## config.mk

```make
export PLATFORM = sky130hd
export DESIGN_NAME = vram_port_arbiter
export DESIGN_NICKNAME = d
export VERILOG_FILES = /design/src/rtl/vram_port_arbiter.sv
export SDC_FILE = /design/constraint.sdc
export NUM_CORES = 1
export LEC_CHECK = 0
export CELL_PAD_IN_SITES_DETAIL_PLACEMENT = 1
export CELL_PAD_IN_SITES_GLOBAL_PLACEMENT = 2
export CORE_UTILIZATION = 21
export DETAILED_ROUTE_END_ITERATION = 8
export PLACE_DENSITY = 0.86
export SKIP_CTS_REPAIR_TIMING = 1
export SLEW_MARGIN = 20
export SYNTH_ARGS = -nofsm -noshare
export SYNTH_HDL_FRONTEND = slang
export SYNTH_SLANG_ARGS = --single-unit
```

## constraint.sdc

```tcl
create_clock -name clk_i -period 1.85 [get_ports clk_i]
set_input_delay 0.2775 -clock clk_i [delete_from_list [all_inputs] [get_ports clk_i]]
set_output_delay 0.2775 -clock clk_i [all_outputs]
set_load 0.01 [all_outputs]
```

## src/rtl/vram_port_arbiter.sv

```systemverilog
// Single-port sprite SPRAM arbiter between the display pixel fetch (reads)
// and the SPI command drain (writes). One access per cycle, registered SPRAM
// controls, fixed two-cycle read return and a starvation guard for writes.
module vram_port_arbiter #(
  parameter int unsigned ADDR_BITS    = 14,
  parameter int unsigned DATA_BITS    = 16,
  parameter int unsigned STARVE_LIMIT = 8
) (
  input  logic                 clk_i,
  input  logic                 reset_i,
  input  logic                 display_active_i,
  input  logic                 rd_valid_i,
  input  logic [ADDR_BITS-1:0] rd_addr_i,
  output logic                 rd_ready_o,
  output logic [DATA_BITS-1:0] rd_data_o,
  output logic                 rd_data_valid_o,
  input  logic                 wr_valid_i,
  input  logic [ADDR_BITS-1:0] wr_addr_i,
  input  logic [DATA_BITS-1:0] wr_data_i,
  output logic                 wr_ready_o,
  output logic [ADDR_BITS-1:0] mem_addr_o,
  output logic [DATA_BITS-1:0] mem_wdata_o,
  output logic                 mem_we_o,
  input  logic [DATA_BITS-1:0] mem_rdata_i,
  output logic [7:0]           starve_events_o
);

  localparam int unsigned CntW = $clog2(STARVE_LIMIT + 1);
  localparam logic [CntW-1:0] CntMax = CntW'(STARVE_LIMIT);

  logic [CntW-1:0]      wait_cnt_q, wait_cnt_d;
  logic [7:0]           starve_q, starve_d;
  logic [ADDR_BITS-1:0] mem_addr_q, mem_addr_d;
  logic [DATA_BITS-1:0] mem_wdata_q, mem_wdata_d;
  logic                 mem_we_q, mem_we_d;
  logic [1:0]           rd_pipe_q, rd_pipe_d;

  logic rd_grant, wr_grant, forced;
  logic rd_xfer, wr_xfer;

  // Grant selection: display reads win while scanning unless a write has
  // waited long enough; writes win during blanking. Nothing granted in reset.
  always_comb begin
    rd_grant = 1'b0;
    wr_grant = 1'b0;
    forced   = 1'b0;
    if (!reset_i) begin
      if (!display_active_i) begin
        wr_grant = wr_valid_i;
        rd_grant = rd_valid_i & ~wr_valid_i;
      end else if (wr_valid_i && (wait_cnt_q == CntMax)) begin
        wr_grant = 1'b1;
        forced   = 1'b1;
      end else begin
        rd_grant = rd_valid_i;
        wr_grant = wr_valid_i & ~rd_valid_i;
      end
    end
  end

  assign rd_ready_o = rd_grant;
  assign wr_ready_o = wr_grant;
  assign rd_xfer    = rd_valid_i & rd_grant;
  assign wr_xfer    = wr_valid_i & wr_grant;

  // Next-state for the starvation counter, event counter, SPRAM controls
  // and read-return pipeline.
  always_comb begin
    wait_cnt_d  = wait_cnt_q;
    starve_d    = starve_q;
    mem_addr_d  = mem_addr_q;
    mem_wdata_d = mem_wdata_q;
    mem_we_d    = 1'b0;
    rd_pipe_d   = {rd_pipe_q[0], rd_xfer};

    // Counter tracks consecutive denied cycles of a pending write; saturates
    // at the limit, where the forced grant then clears it.
    if (!wr_valid_i || wr_xfer) begin
      wait_cnt_d = '0;
    end else if (wait_cnt_q != CntMax) begin
      wait_cnt_d = wait_cnt_q + CntW'(1);
    end

    if (forced) begin
      starve_d = starve_q + 8'd1;
    end

    if (wr_xfer) begin
      mem_addr_d  = wr_addr_i;
      mem_wdata_d = wr_data_i;
      mem_we_d    = 1'b1;
    end else if (rd_xfer) begin
      mem_addr_d = rd_addr_i;
    end
  end

  // State registers with synchronous reset; reset also flushes pending reads.
  always_ff @(posedge clk_i) begin
    if (reset_i) begin
      wait_cnt_q  <= '0;
      starve_q    <= '0;
      mem_addr_q  <= '0;
      mem_wdata_q <= '0;
      mem_we_q    <= 1'b0;
      rd_pipe_q   <= '0;
    end else begin
      wait_cnt_q  <= wait_cnt_d;
      starve_q    <= starve_d;
      mem_addr_q  <= mem_addr_d;
      mem_wdata_q <= mem_wdata_d;
      mem_we_q    <= mem_we_d;
      rd_pipe_q   <= rd_pipe_d;
    end
  end

  assign mem_addr_o      = mem_addr_q;
  assign mem_wdata_o     = mem_wdata_q;
  assign mem_we_o        = mem_we_q;
  assign rd_data_o       = mem_rdata_i;
  assign rd_data_valid_o = rd_pipe_q[1];
  assign starve_events_o = starve_q;

endmodule

```

# After elaboration in Yosys (flattened, before gate mapping)
# Cells that the tools add are included.
[word_totals] in_bits=65 register_bits=45
[op_classes] n_addsub=2 reduce_logical=5 eq_ne=2 bitwise_logic=6 n_mux=12
[op_table] operator="$mux 14" count=2
[op_table] operator="$mux 1" count=10
[op_table] operator="$add 8x1->8 const B" count=1
[op_table] operator="$add 4x1->4 const B" count=1
[op_table] operator="$and 1x1->1" count=4
[op_table] operator="$eq 4x4->1 const B" count=1
[op_table] operator="$ne 4x4->1 const B" count=1
[op_table] operator="$not 1->1" count=2
[op_table] operator="$reduce_bool 2->1" count=1
[op_table] operator="$reduce_or 2->1" count=1
[op_table] operator="$logic_and 1x1->1" count=1
[op_table] operator="$logic_not 1->1" count=1
[op_table] operator="$logic_or 1x1->1" count=1

# Logic depth before layout (Yosys ltp)
[depth] depth_word=8 depth_mapped=7

# Worst setup path before layout
# Ideal clock, no wire load.
[synth_path] kind="reg-to-output" start="register wait_cnt_q[0]" end="output wr_ready_o" setup_slack_ns=0.216 path_buffers=2 path_stages_with_launch=8 required_ns=1.572 arrival_time_ns=1.357 path_cell_list="dfxtp_1 > inv_1 > ha_1 > and3b_1 > buf_6 > o21ai_4 > buf_6 > nor2_1"
[synth_via] elab_chain_cells=5
[synth_rtl] item="from (decl)" line_no="31" rtl="logic [CntW-1:0] wait_cnt_q, wait_cnt_d;"
[synth_rtl] item="from (signal assigned)" line_no="107" rtl="wait_cnt_q <= wait_cnt_d;"
[synth_rtl] item="$eq 4x4->1" line_no="51" rtl="end else if (wr_valid_i && (wait_cnt_q == CntMax)) begin"
[synth_rtl] item="$logic_and 1x1->1" line_no="51"
[synth_rtl] item="$mux 1" line_no="51"
[synth_rtl] item="$mux 1" line_no="48" rtl="if (!display_active_i) begin"
[synth_rtl] item="$mux 1" line_no="47" rtl="if (!reset_i) begin"
[synth_rtl] item="to (decl)" line_no="20" rtl="output logic wr_ready_o,"
# No other way between the ends.

# Worst setup path after layout
# Same ends and word-level chain as after synthesis.

==> impl_metrics.toml <==
[timing]
max_freq_ghz = 0.569
tightestPinTransition_ps = 339
max-slew-margin-rel_pct = 77.4
rsz0062_at_grt = "no"
fin_worst_skew_ps = 10.6
setup_violations = 0
timing_hold_violations_final = 0
period_needed_ps = 1760
finalMaxSlewViolations = 0
fin_crit_sh_pct = 95.1
tns_ps = 0

[logic_synthesis]
synth_fa_ha_area_share_pct = 1.69
synth_area_mm2 = 0.00222
synth-edff-count = 0
synth_nets = 298
synthCells = 230
ys_seq_area_share_pct = 40.6
synth_top_family_by_area = "compound AO/OA/AOI/OAI gates"
synth_area_per_cell_um2 = 9.64
yosysUniqueCellTypes = 32
synth_xor_area_share_pct = 0.790
ys_seq_elements = 45
synth_compound_area_share_pct = 24.4
synthSimpleGateAreaFrac_pct = 13.9
ys_warn_count = 0
synth_ff_type = "dfxtp_1"
ys_async_sr_fraction_pct = 0
synthMuxAreaShare_pct = 6.83

[grt]
grt_pass1_vias = 2185
grt_use_met2_pct = 23.4
grt_use_total_pct = 12.4
antenna_found_initial = 0
overflow = 0
grt_pass1_wl_um = 11000
grt_busiest_layer = "met2"
use_met1_pct = 14.0
grt_max_degree = 30
use_met3_pct = 2.81

[clocking]
root_buffer = "clkbuf_8"
cts_buffers = 5
clock-sinks = 45
cts_max_level = 2
cts_tree = "yes"
clockBufferDepth = 2
path_clk_slew_ps = 100
clock_latency_ps = 300

[worst_setup_path]
cp_num_buf_inv = 2
crit_slowest_cell = "dfxtp_2"
r2r_end = "starve_events_o[5]$_SDFFE_PP0P_"
path_cells = "inv_1 -> ha_2 -> and3b_2 -> o21ai_4 -> nor2_1 -> clkbuf_2"
required_ps = 1570
reg2reg_depth = 6
cp-startpoint = "wait_cnt_q[0]$_SDFFE_PP0P_"
critPathLaunchType = "register"
r2r-start = "wait_cnt_q[0]$_SDFFE_PP0P_"
path_class = "register to output port"
regToRegSetupSlack_ps = 220
path_depth = 6
crit_fanout = 3
endpoint_kind = "output port"
max_stage_delay_ps = 330
cp-endpoint = "wr_ready_o"
cp.arrival_ps = 1480
crit_family = "simple AND/OR/NAND/NOR gates"

[cells_and_area]
drive_gt1_share_pct = 17.1
antenna_cells = 0
nNetsFinal = 377
synthToLayoutAreaGrowth_pct = 49.3

[routing]
wire_per_inst_um = 15.4
drt_first_pass_iters = 4
via_count = 2076
detail-route-antenna-nets = 0
drc = 0
drt-vias-per-instance = 4.65
finalWirelength_um = 6890
drt_iter0_drc = 61

[floorplan]
ios = 123
die_area_mm2 = 0.0110
row_count = 37
die_w_um = 105
core_area_mm2 = 0.0103
die_h_um = 105
start_util_pct = 21.6

[flow_run]
drv_cap = 0

[power_and_ir_drop]
finalPower_mw = 2.26
power_density_mw_per_mm2 = 682
peakVddDrop_v = 0.000306
leakage_nw = 1.17

[place]
port-buffer-count = 90
finalWeightedCongestion = 0.737
hpwl_um = 5020

[status]
status = "completed"

[min_path]
hold_class = "input pin to register"
[where the power goes]
group	switching [mW]	internal, mW	leakage (nW)	total (mW)
combinational	0.176	0.257	0.743	0.434
sequential	0.0263	1.02	0.371	1.04
clock	0.374	0.405	0.0543	0.779
total	0.577	1.68	1.17	2.26
[how the worst min path moves through the flow]
stage / slack, ps / startpoint / endpoint / depth (start not counted)
finish: 430 / reset_i / starve_events_o[0]$_SDFFE_PP0P_ / 3
CTS: 410 / reset_i / starve_events_o[0]$_SDFFE_PP0P_ / 3
floorplan: 410 / rd_pipe_q[0]$_SDFF_PP0_ / rd_pipe_q[1]$_SDFF_PP0_ / 1
global placement: 440 / rd_pipe_q[0]$_SDFF_PP0_ / rd_pipe_q[1]$_SDFF_PP0_ / 1
detailed placement: 440 / rd_pipe_q[0]$_SDFF_PP0_ / rd_pipe_q[1]$_SDFF_PP0_ / 1
global route: 430 / reset_i / starve_events_o[0]$_SDFFE_PP0P_ / 3
[state kept, by name (all words and copies together), names as in the netlist]
register,cells
rd_pipe_q,2
mem_addr_o,14
mem_we_o,1
starve_events_o,8
mem_wdata_o,16
wait_cnt_q,4
[tightest hold or removal path: stages]
cell,delay [ps]
buf_2,120
buf_4,230
a21oi_1,50
[cell type report]
| type | instances | area [µm²] |
|---|---|---|
| Clock buffer | 5 | 68.8 |
| Clock inverter | 3 | 46.3 |
| Fill cell | 1202 | 6970 |
| Inverter | 4 | 15.0 |
| Multi-Input combinational cell | 145 | 1060 |
| Sequential cell | 45 | 903 |
| Tap cell | 136 | 170 |
| Timing Repair Buffer | 108 | 1050 |
[per-layer routing]
layer / up-vias / wire [µm]
met1: 997 / 2870
met4: 0 / 28
li1: 1007 / -
met5: - / 0
met3: 5 / 365
met2: 67 / 3630
[synthesized netlist by cell type (4+ instances only)]
| cell type | n | share of area (%) |
|---|---|---|
| dfxtp_1 | 45 | 41 |
| a21oi_1 | 38 | 8.6 |
| nand3_1 | 20 | 4.5 |
| buf_4 | 19 | 6.4 |
| o211ai_1 | 16 | 5.4 |
| mux2i_1 | 14 | 6.3 |
| o221a_2 | 14 | 7.1 |
| clkbuf_1 | 7 | 1.2 |
| buf_2 | 6 | 1.4 |
| o31ai_1 | 5 | 1.7 |
| or4_1 | 5 | 1.7 |
| buf_6 | 4 | 2.0 |
| inv_1 | 4 | 0.68 |
| nand2_1 | 4 | 0.68 |
[metrics by stage]
step	setup slack [ps]	util, %	hold WS (ps)	std cells	area, µm²
6_report	91.5	32.2	433	446	3310
5_1_grt	16.7	32.2	431	446	3310
4_1_cts	-417	32.2	411	446	3310
3_5_place_dp	-170	31.1	437	438	3200
3_3_place_gp	-141	31.1	444	438	3200
2_1_floorplan	216	-	414	230	2220
[cell usage in the layout, fill, tap and decap left out, types with 3 or more instances in the layout]
cell	count
o221a_2	14
o31ai_1	5
or4_1	5
a21oi_1	38
inv_1	4
nor3b_1	3
buf_4	16
clkdlybuf4s50_1	87
nor2_1	3
nand2_1	4
dfxtp_1	43
clkbuf_8	5
nand3_1	20
mux2i_1	14
o211ai_1	16
[logic make-up (layout without fill, tap and decap cells)]
kind of cell	after synthesis	after routing
and+or+nand+nor	48	48
xor gates and xnor gates	2	2
AOI/OAI and AO/OA	77	77
DFF	45	45
adders and majority gates	3	3
buffers and inverters	40	120
muxes	15	15
Power figures use the tool's default switching activity.
